File: src/rtl/pc_sequencer.sv
// Fetch-stage program counter with next-PC selection (sequential, branch, jump, JR,
// exception) and a post-redirect flush window that kills younger in-flight instructions.
module pc_sequencer #(
    parameter logic [31:0] RESET_PC     = 32'h0000_0000,
    parameter logic [31:0] EXC_VECTOR   = 32'h8000_0180,
    parameter int unsigned FLUSH_CYCLES = 2
) (
    input  logic        clk,
    input  logic        rst_n,
    input  logic        stall_i,
    input  logic        redirect_valid_i,
    input  logic [1:0]  redirect_type_i,
    input  logic [31:0] src_pc4_i,
    input  logic [15:0] imm16_i,
    input  logic [25:0] instr_index_i,
    input  logic [31:0] jr_target_i,
    input  logic        exc_i,
    output logic [31:0] pc_o,
    output logic        pc_valid_o,
    output logic        flush_o,
    output logic        misaligned_o
);

    typedef enum logic [1:0] {
        ST_BOOT  = 2'd0,
        ST_RUN   = 2'd1,
        ST_FLUSH = 2'd2
    } state_t;

    localparam logic [1:0] RT_BRANCH = 2'b00;
    localparam logic [1:0] RT_JUMP   = 2'b01;
    localparam logic [1:0] RT_JR     = 2'b10;
    localparam logic [2:0] FLUSH_INIT = 3'(FLUSH_CYCLES);

    state_t      state_q, state_d;
    logic [31:0] pc_q, pc_d;
    logic [2:0]  count_q, count_d;
    logic        misaligned_q, misaligned_d;

    logic [31:0] branch_target;
    logic [31:0] jump_target;
    logic        jr_misaligned;
    logic        redirect_take;
    logic [31:0] redirect_pc;

    assign branch_target = src_pc4_i + {{14{imm16_i[15]}}, imm16_i, 2'b00};
    assign jump_target   = {src_pc4_i[31:28], instr_index_i, 2'b00};
    assign jr_misaligned = (jr_target_i[1:0] != 2'b00);
    // Reserved type 11 is not a redirect at all; it falls through to stall/sequential.
    assign redirect_take = redirect_valid_i && (redirect_type_i != 2'b11);

    always_comb begin
        redirect_pc = jr_target_i;
        case (redirect_type_i)
            RT_BRANCH: redirect_pc = branch_target;
            RT_JUMP:   redirect_pc = jump_target;
            RT_JR:     redirect_pc = jr_misaligned ? EXC_VECTOR : jr_target_i;
            default:   redirect_pc = jr_target_i;
        endcase
    end

    always_comb begin
        state_d      = state_q;
        pc_d         = pc_q;
        count_d      = count_q;
        misaligned_d = 1'b0;
        if (state_q == ST_BOOT) begin
            state_d = ST_RUN;
        end else if (exc_i) begin
            pc_d    = EXC_VECTOR;
            state_d = ST_FLUSH;
            count_d = FLUSH_INIT;
        end else if ((state_q == ST_RUN) && redirect_take) begin
            pc_d         = redirect_pc;
            state_d      = ST_FLUSH;
            count_d      = FLUSH_INIT;
            misaligned_d = (redirect_type_i == RT_JR) && jr_misaligned;
        end else if (!stall_i) begin
            pc_d = pc_q + 32'd4;
            // Leaving on the decrement that reaches zero keeps flush_o high FLUSH_CYCLES cycles.
            if (state_q == ST_FLUSH) begin
                if (count_q <= 3'd1) begin
                    count_d = 3'd0;
                    state_d = ST_RUN;
                end else begin
                    count_d = count_q - 3'd1;
                end
            end
        end
    end

    always_ff @(posedge clk or negedge rst_n) begin
        if (!rst_n) begin
            state_q      <= ST_BOOT;
            pc_q         <= RESET_PC;
            count_q      <= 3'd0;
            misaligned_q <= 1'b0;
        end else begin
            state_q      <= state_d;
            pc_q         <= pc_d;
            count_q      <= count_d;
            misaligned_q <= misaligned_d;
        end
    end

    assign pc_o         = pc_q;
    assign pc_valid_o   = (state_q != ST_BOOT);
    assign flush_o      = (state_q == ST_FLUSH);
    assign misaligned_o = misaligned_q;

endmodule
File: config.mk
export PLATFORM = sky130hd
export DESIGN_NAME = pc_sequencer
export DESIGN_NICKNAME = d
export VERILOG_FILES = /design/src/rtl/pc_sequencer.sv
export SDC_FILE = /design/constraint.sdc
export NUM_CORES = 1
export LEC_CHECK = 0
export BUFFER_PORTS_ARGS = -buffer_cell sky130_fd_sc_hd__buf_2
export CAP_MARGIN = 0
export CORE_UTILIZATION = 26
export CTS_CLUSTER_SIZE = 20
export DETAILED_ROUTE_END_ITERATION = 16
export PLACE_DENSITY = 0.57
export SYNTH_ARGS = -nofsm -noshare
export SYNTH_HDL_FRONTEND = slang
export SYNTH_SLANG_ARGS = --single-unit
File: constraint.sdc
create_clock -name clk -period 5.2 [get_ports clk]
set_clock_uncertainty 0.2 [all_clocks]
set_input_delay 1.3 -clock clk [delete_from_list [all_inputs] [get_ports clk]]
set_output_delay 1.3 -clock clk [all_outputs]
set_load 0.005 [all_outputs]
Word level (Yosys, flattened, before mapping)
Index checks and enable logic that the tools add are counted.

cells by class
  add/sub/neg operators = 3
  $lt $le $gt $ge = 1
  equal/unequal tests = 7
  multiplexer cells = 19
  bitwise operators = 1
  reductions and logical operators = 13

operators with widths
  operator                                                                  count
  32-bit two-way mux                                                        4
  32-bit one-hot mux with 3 select lines                                    1
  32-bit by 3-bit adder with 32-bit output (second input constant)          1
  32-bit adder                                                              1
  3-bit two-way mux                                                         5
  2-bit two-way mux                                                         6
  4-bit nonzero test                                                        2
  3-bit AND reduction                                                       2
  2-bit by 1-bit equality test with 1-bit output (second input constant)    2
  2-bit equality test (second input constant)                               2
  2-bit zero test                                                           2
  4-bit by 1-bit inequality test with 1-bit output (second input constant)  1
  2-bit nonzero test                                                        2
  3-bit by 1-bit <= comparator with 1-bit output (second input constant)    1
  1-bit logical AND                                                         3
  1-bit two-way mux                                                         3
  3-bit by 1-bit inequality test with 1-bit output (second input constant)  1
  3-bit nonzero test                                                        1
  3-bit by 1-bit subtractor with 3-bit output (second input constant)       1
  2-bit inequality test (second input constant)                             1
  2-bit AND reduction                                                       1
  1-bit NOT                                                                 1

word-level totals
  register bits after elaboration = 38
  bits of input ports = 113
  output and inout port bits = 35
  logic and storage cells = 48

Depth between registers and ports, before layout
Gate-level depths: netlist (run 1).

  word-level depth = 7
  gate-level depth with buffers = 11
  mapped depth without buffers = 11

Least setup slack after synthesis (run 1)
OpenSTA, ideal clock, no wires.

  kind = input to register
  start = input src_pc4_i[14]
  end = register pc_q[29], in the netlist pc_o[29]
  setup time = 0.069 ns
  arrival = 3.340 ns
  required time = 4.931 ns
  slack = 1.591 ns
  stages = 9
  path buffers = 1
  path through = ha_1 -> buf_4 -> nand4_2 -> or4_4 -> o221a_4 -> o21ai_2 -> nand4_1 -> or4_1 -> nand3_1

between the ends
  word-level cells in the longest chain between the ends = 4

ends and longest elaborated chain
  element                                 line  RTL
  from (decl)                             13    input logic [31:0] src_pc4_i,
  32-bit adder                            46    assign branch_target = src_pc4_i + {{14{imm16_i[15]}}, imm16_i, 2'b00};
  32-bit one-hot mux with 3 select lines  54    case (redirect_type_i)
  32-bit two-way mux                      73    end else if ((state_q == ST_RUN) && redirect_take) begin
  32-bit two-way mux                      69    end else if (exc_i) begin
  to (signal assigned)                    100   pc_q <= pc_d;
  to (decl)                               36    logic [31:0] pc_q, pc_d;

No other way between the ends.
A chain may end at the register's enable or synchronous reset.

Worst setup path after layout (run 1)
Ends and elaborated chain as after synthesis.

==> results of run 1 <==
==> cells by family after synthesis <==
logic type / synth area share (%)
AOI/OAI and AO/OA: 35.2
xor gates and xnor gates: 3.54
adders and majority gates: 8.95
buffers and inverters: 5.88
DFF: 20.2
muxes: 2.64
and+or+nand+nor: 23.5
==> tightest hold or removal path, cell delays in order (launching register included) <==
cell and delay, ns:
dfrtp_1 0.36, nand2_1 0.05, o21ai_0 0.06
==> layout by cell type (no fill, tap or decap), types with 5 or more instances in the layout <==
| cell type | n |
|---|---|
| buf_2 | 147 |
| a21oi_1 | 70 |
| nand2_1 | 63 |
| o21ai_0 | 57 |
| nor2_1 | 43 |
| dfrtp_1 | 38 |
| ha_1 | 32 |
| nand3_1 | 30 |
| inv_1 | 26 |
| a31oi_1 | 20 |
| a221oi_1 | 16 |
| nor3_1 | 15 |
| and3_1 | 13 |
| nand4_1 | 12 |
| a211oi_1 | 11 |
| xnor2_1 | 11 |
| buf_4 | 10 |
| and2_1 | 9 |
| o22ai_1 | 9 |
| a21o_1 | 9 |
| mux2i_1 | 9 |
| xor2_1 | 8 |
| o21bai_1 | 7 |
| or3_1 | 5 |
| clkbuf_16 | 5 |
==> state kept, by name (all words and copies together), names as in the netlist <==
signal	cells
count_q	3
misaligned_o	1
pc_o	32
state_q	2
==> power by group through the flow <==
stage	sequential (mW)	clock (mW)	combinational (mW)
4_1_cts	0.480	0.410	0.825
5_1_grt	0.496	0.423	0.920
3_5_place_dp	0.484	0	0.819
2_1_floorplan	0.461	0	0.516
6_report	0.482	0.407	0.829
3_3_place_gp	0.484	0	0.819
==> final cells by class <==
type	count	area [um^2]	area share, %
Tap cell	225	282	4.84
Inverter	26	97.6	1.68
Sequential cell	38	951	16.3
Timing Repair Buffer	157	811	13.9
Clock inverter	3	68.8	1.18
Clock buffer	5	125	2.15
Multi-Input combinational cell	540	3490	59.9
==> routing by layer <==
metal,vias up,global-route usage [%]
met5,-,0
met4,0,3.83
met3,15,2.72
met2,218,32.1
met1,2665,27.9
li1,2700,-
==> path summary, 6_finish.rpt <==
| path | start | to | cells after the start |
|---|---|---|---|
| setup reg to reg | state_q[0]$_DFFE_PN0P_ | pc_o[22]$_DFFE_PN0P_ | 8 |
| min in group asynchronous | rst_n | pc_o[6]$_DFFE_PN0P_ | 1 |
| max in group asynchronous | rst_n | state_q[0]$_DFFE_PN0P_ | 1 |
| setup / recovery | src_pc4_i[14] | pc_o[29]$_DFFE_PN0P_ | 9 |
| hold / removal | pc_o[1]$_DFFE_PN0P_ | pc_o[1]$_DFFE_PN0P_ | 2 |
| hold reg to reg | pc_o[1]$_DFFE_PN0P_ | pc_o[1]$_DFFE_PN0P_ | 2 |
==> stage by stage <==
step           power [mW]  setup slack [ns]
2_1_floorplan       0.977              1.59
3_3_place_gp         1.30              1.24
3_5_place_dp         1.30              1.22
4_1_cts              1.71              1.52
5_1_grt              1.84              1.28
6_report             1.72              1.48
==> flow_metrics.env, run 1 <==
export IMPL_min_path_type="flip-flop to flip-flop"
export IMPL_top_layer="met4"
export IMPL_nFillCells=1919
export IMPL_fp_dieH_um=136
export IMPL_m1WireLength_um=8390
export IMPL_rows=48
export IMPL_max_stage_delay_ns=0.55
export IMPL_start_util_pct=26.9
export IMPL_grt_pass1_vias=5287
export IMPL_final_max_slew_viol_count=0
export IMPL_maxCapViolations=0
export IMPL_cp_cell_sequence="buf_2, ha_1, nand4_2, or4_4, o221a_4, o21ai_2, nand4_1, or4_1, nand3_1"
export IMPL_ctsRootBufferMaster="clkbuf_16"
export IMPL_synth_cell_type_count=79
export IMPL_synth_most_common_cell="a21oi_1"
export IMPL_nNetsFinal=914
export IMPL_die_area_mm2=0.0186
export IMPL_reg2reg_slack_ns=2.28
export IMPL_ir_worst_vdd_v=0.000176
export IMPL_clockPowerShare_pct=23.7
export IMPL_slowest_stage="or4_4"
export IMPL_cts_buffers=5
export IMPL_startpoint_type="input pin"
export IMPL_rsz0062_at_grt="false"
export IMPL_stdcell_count=994
export IMPL_synth_edf_count=0
export IMPL_synth_sequential_area_ratio_pct=20.2
export IMPL_switching_share_pct=43.1
export IMPL_dieWidth_um=136
export IMPL_yosysTopAreaCell="dfrtp_1"
export IMPL_yosys_top_cells_area="dfrtp_1, ha_1, a21oi_1"
export IMPL_grt_pass1_wl_um=28500
export IMPL_netlist_instances=641
export IMPL_yosysWarnings=0
export IMPL_area_growth_pct=23.9
export IMPL_wl_met2_um=8530
export IMPL_async_reset_ff_share_pct=100
export IMPL_via_per_inst=5.63
export IMPL_power_switching_mw=0.740
export IMPL_cts_tree="built"
export IMPL_synth_commonest_cells="a21oi_1, nand2_1, o21ai_0"
export IMPL_grt_overflow=0
export IMPL_vias=5598
export IMPL_synth_top_area_share_pct=20.2
export IMPL_cp_max_fo=8
export IMPL_tightestPinTransition_ns=0.903
export IMPL_hold_viol=0
export IMPL_ctsResizeCount=0
export IMPL_netlist_area_mm2=0.00470
export IMPL_cts_buffer_depth=2
export IMPL_ys_seq_elements=38
export IMPL_antenna_found_initial=0
export IMPL_drc=0
export IMPL_synthFlopType="dfrtp_1"
export IMPL_leakagePower_nw=2.62
export IMPL_grt_max_degree=39
export IMPL_avgRoutedWirePerCell_um=18.7
export IMPL_critical_path_top_delay_family="simple AND/OR/NAND/NOR gates"
export IMPL_coreArea_mm2=0.0175
export IMPL_outcome="completed"
export IMPL_power_density_mw_per_mm2=295
export IMPL_crit_path_end_kind="flip-flop"
export IMPL_synth_area_per_cell_um2=7.33
export IMPL_stdcell_area_mm2=0.00582
export IMPL_clkTransAtPathRegs_ns=0.07
export IMPL_p_int_mw=0.979
export IMPL_fin_crit_sh_pct=71.5
export IMPL_post_cts_buffers=0
export IMPL_syn_nets=787
export IMPL_first_pass_iters=5
export IMPL_ant_nets=0
export IMPL_combPwrFrac_pct=48.3
export IMPL_holdBufCountCts=0
export IMPL_wl_met3_um=1430
export IMPL_dp_cells=986
export IMPL_wl_um=18600
export IMPL_h_tree_depth=2
export IMPL_setup_tns_ns=0
export IMPL_first_iter_violations=493
export IMPL_diodes=0
export IMPL_num_io_pins=148
export IMPL_slew_limit_headroom_pct=39.8
export IMPL_gp_congestion=0.942
export IMPL_fin_util_pct=33.3
export IMPL_drive_above_1_share_pct=24.2
export IMPL_fmax_mhz=269
export IMPL_clock_sinks=38
export IMPL_worst_path_buf_inv=1
export IMPL_pwr_share_seq_pct=28.1
export IMPL_crit_arrival_ns=3.75
export IMPL_clock_latency_ns=0.28
export IMPL_portBuffers=147
export IMPL_grt_total_usage_pct=19.8
export IMPL_path_class="input pin to flip-flop"
export IMPL_setup_viol=0
export IMPL_crit_required_ns=5.23
export IMPL_place_area_mm2=0.00563
export IMPL_hpwlAfterDp_um=14900
export IMPL_period_minus_slack_ns=3.72
export IMPL_hold_ws_ns=0.312
Note: power is estimated with default switching activity, not from simulation.
==> run 2: changes to the inputs <==
==> constraint.sdc (replaced) <==
create_clock -name clk -period 3.78 [get_ports clk]
set_clock_uncertainty 0.2 [all_clocks]
set_input_delay 0.945 -clock clk [delete_from_list [all_inputs] [get_ports clk]]
set_output_delay 0.945 -clock clk [all_outputs]
set_load 0.005 [all_outputs]
==> run 2 against run 1 <==
  * Hold slack worse by 0.0032 ns
  * First-iteration DRC count is 0.20% higher
  * Via count hardly changed
  * Final cell count grew 1.1%
  * Routed wire length grew 0.34%
  * Design area is 0.84% higher
  * Sequential power is 37% higher
  * Die area did not move
  * Non-clock buffer count increased by 11
  * Sequential share of layout area shrank 0.14 points
  * Clock-buffer cell count increased by 2
  * Highest routed layer unchanged
==> flow_metrics.env, run 2 (synthesized netlist as in run 1, its figures left out) <==
export IMPL_outcome="completed"
export IMPL_fin_crit_sh_pct=87.4
export IMPL_die_area_mm2=0.0186
export IMPL_dieWidth_um=136
export IMPL_fmax_mhz=303
export IMPL_stdcell_area_mm2=0.00587
export IMPL_drc=0
export IMPL_area_growth_pct=24.9
export IMPL_num_io_pins=148
export IMPL_dp_cells=997
export IMPL_setup_ws_ns=0.478
export IMPL_holdBufCountCts=0
export IMPL_hold_ws_ns=0.309
export IMPL_cp_max_fo=8
export IMPL_mostFrequentLayoutCells="buf_2, a21oi_1, nand2_1"
export IMPL_crit_path_end_kind="flip-flop"
export IMPL_largest_reg_flops=32
export IMPL_grt_max_degree=39
export IMPL_h_tree_depth=2
export IMPL_final_max_slew_viol_count=0
export IMPL_start_util_pct=26.9
export IMPL_min_path_cells=2
export IMPL_slowest_stage="or4_4"
export IMPL_worst_path_buf_inv=1
export IMPL_rr_endpoint="pc_o[27]$_DFFE_PN0P_"
export IMPL_nFillCells=1909
export IMPL_setup_viol=0
export IMPL_reg2reg_slack_ns=1.06
export IMPL_met2_usage_pct=32.4
export IMPL_setup_tns_ns=0
export IMPL_grt_overflow=0
export IMPL_crit_arrival_ns=3.32
export IMPL_power_density_mw_per_mm2=387
export IMPL_r2r_start="pc_o[7]$_DFFE_PN0P_"
export IMPL_drive_above_1_share_pct=25.1
export IMPL_leakagePower_nw=2.66
export IMPL_clkTransAtPathRegs_ns=0.06
export IMPL_grt_pass1_vias=5120
export IMPL_stdcell_count=1005
export IMPL_nNetsFinal=925
export IMPL_hpwlAfterDp_um=15000
export IMPL_fp_dieH_um=136
export IMPL_hold_path_end="pc_o[1]$_DFFE_PN0P_"
export IMPL_gp_congestion=0.877
export IMPL_critical_path_top_delay_family="simple AND/OR/NAND/NOR gates"
export IMPL_coreArea_mm2=0.0175
export IMPL_post_cts_buffers=0
export IMPL_first_iter_violations=494
export IMPL_tightestPinTransition_ns=0.986
export IMPL_vias=5601
export IMPL_regArea_um2=951
export IMPL_hold_viol=0
export IMPL_grt_met3_usage_pct=2.50
export IMPL_path_class="input pin to flip-flop"
export IMPL_grt_util_met1_pct=28.8
export IMPL_max_stage_delay_ns=0.55
export IMPL_portBuffers=147
export IMPL_worstHoldStart="pc_o[1]$_DFFE_PN0P_"
export IMPL_multi_input_area_mm2=0.00349
export IMPL_ir_worst_vdd_v=0.000235
export IMPL_cp_cell_sequence="buf_2, ha_1, nand4_2, or4_4, o221a_4, o21ai_2, nand4_1, or4_1, nand3_1"
export IMPL_cts_buffer_depth=2
export IMPL_maxCapViolations=0
export IMPL_grt_total_usage_pct=20.2
export IMPL_grt_pass1_wl_um=28800
export IMPL_rsz0062_at_grt="false"
export IMPL_clock_sinks=38
export IMPL_slew_limit_headroom_pct=34.3
export IMPL_min_path_type="flip-flop to flip-flop"
export IMPL_busiest_layer="met2"
export IMPL_layout_commonest_cell="buf_2"
export IMPL_ant_nets=0
export IMPL_p_total_mw=2.27
export IMPL_diodes=0
export IMPL_ctsRootBufferMaster="clkbuf_16"
export IMPL_cts_buffers=5
export IMPL_startpoint_type="input pin"
export IMPL_reg2reg_depth=7
export IMPL_wl_um=18600
export IMPL_crit_required_ns=3.80
export IMPL_avgRoutedWirePerCell_um=18.6
export IMPL_dp_slack_ns=0.218
export IMPL_cts_tree="built"
export IMPL_ctsResizeCount=0
export IMPL_first_pass_iters=5
export IMPL_place_area_mm2=0.00572
export IMPL_clock_latency_ns=0.28
export IMPL_period_minus_slack_ns=3.30
export IMPL_fin_util_pct=33.6
export IMPL_rows=48
export IMPL_via_per_inst=5.57
export IMPL_antenna_found_initial=0
## run 2: cell types whose count changed in the layout (fill, tap and decap cells not counted)
cell,previous run,this run
buf_4,10,20
bufinv_16,2,0
buf_12,0,1
clkbuf_1,0,1
clkbuf_8,0,1
clkinv_2,0,1
clkinv_4,1,0
## run 2: worst reg2reg max path, cell delays in order, from the launching register on
cell      delay (ns)
dfrtp_1         0.47
nand3_1         0.20
nor3_1          0.54
and4_1          0.38
and3_1          0.22
o21ai_0         0.08
a221oi_1        0.36
o21ai_0         0.13
## run 2: cell type report
| cell class | count | share of cell area (%) |
|---|---|---|
| Inverter | 26 | 1.66 |
| Sequential cell | 38 | 16.2 |
| Clock buffer | 7 | 2.43 |
| Tap cell | 225 | 4.80 |
| Multi-Input combinational cell | 540 | 59.4 |
| Timing Repair Buffer | 168 | 15.4 |
| Clock inverter | 1 | 0.0853 |
## run 2: per-layer routing
layer / vias to the layer above / share of wire [%]
met2: 234 / 46
met1: 2625 / 47
met5: - / 0
met3: 10 / 6.9
met4: 0 / 1.0
li1: 2732 / -
## run 2: worst max path at each step
stage,startpoint,to,depth (start not counted),slack [ns]
4_1_cts,src_pc4_i[14],pc_o[29]$_DFFE_PN0P_,9,0.49
2_1_floorplan,src_pc4_i[14],pc_o[29]$_DFFE_PN0P_,9,0.53
3_5_place_dp,imm16_i[12],pc_o[29]$_DFFE_PN0P_,9,0.22
6_report,src_pc4_i[14],pc_o[29]$_DFFE_PN0P_,9,0.48
3_3_place_gp,src_pc4_i[14],pc_o[29]$_DFFE_PN0P_,9,0.23
5_1_grt,src_pc4_i[2],pc_o[14]$_DFFE_PN0P_,11,0.33
## run 2: where the power goes
group / internal [mW] / switching, mW / leakage (nW)
clock network: 0.262 / 0.175 / 0.0739
logic: 0.474 / 0.701 / 2.08
registers: 0.515 / 0.143 / 0.499
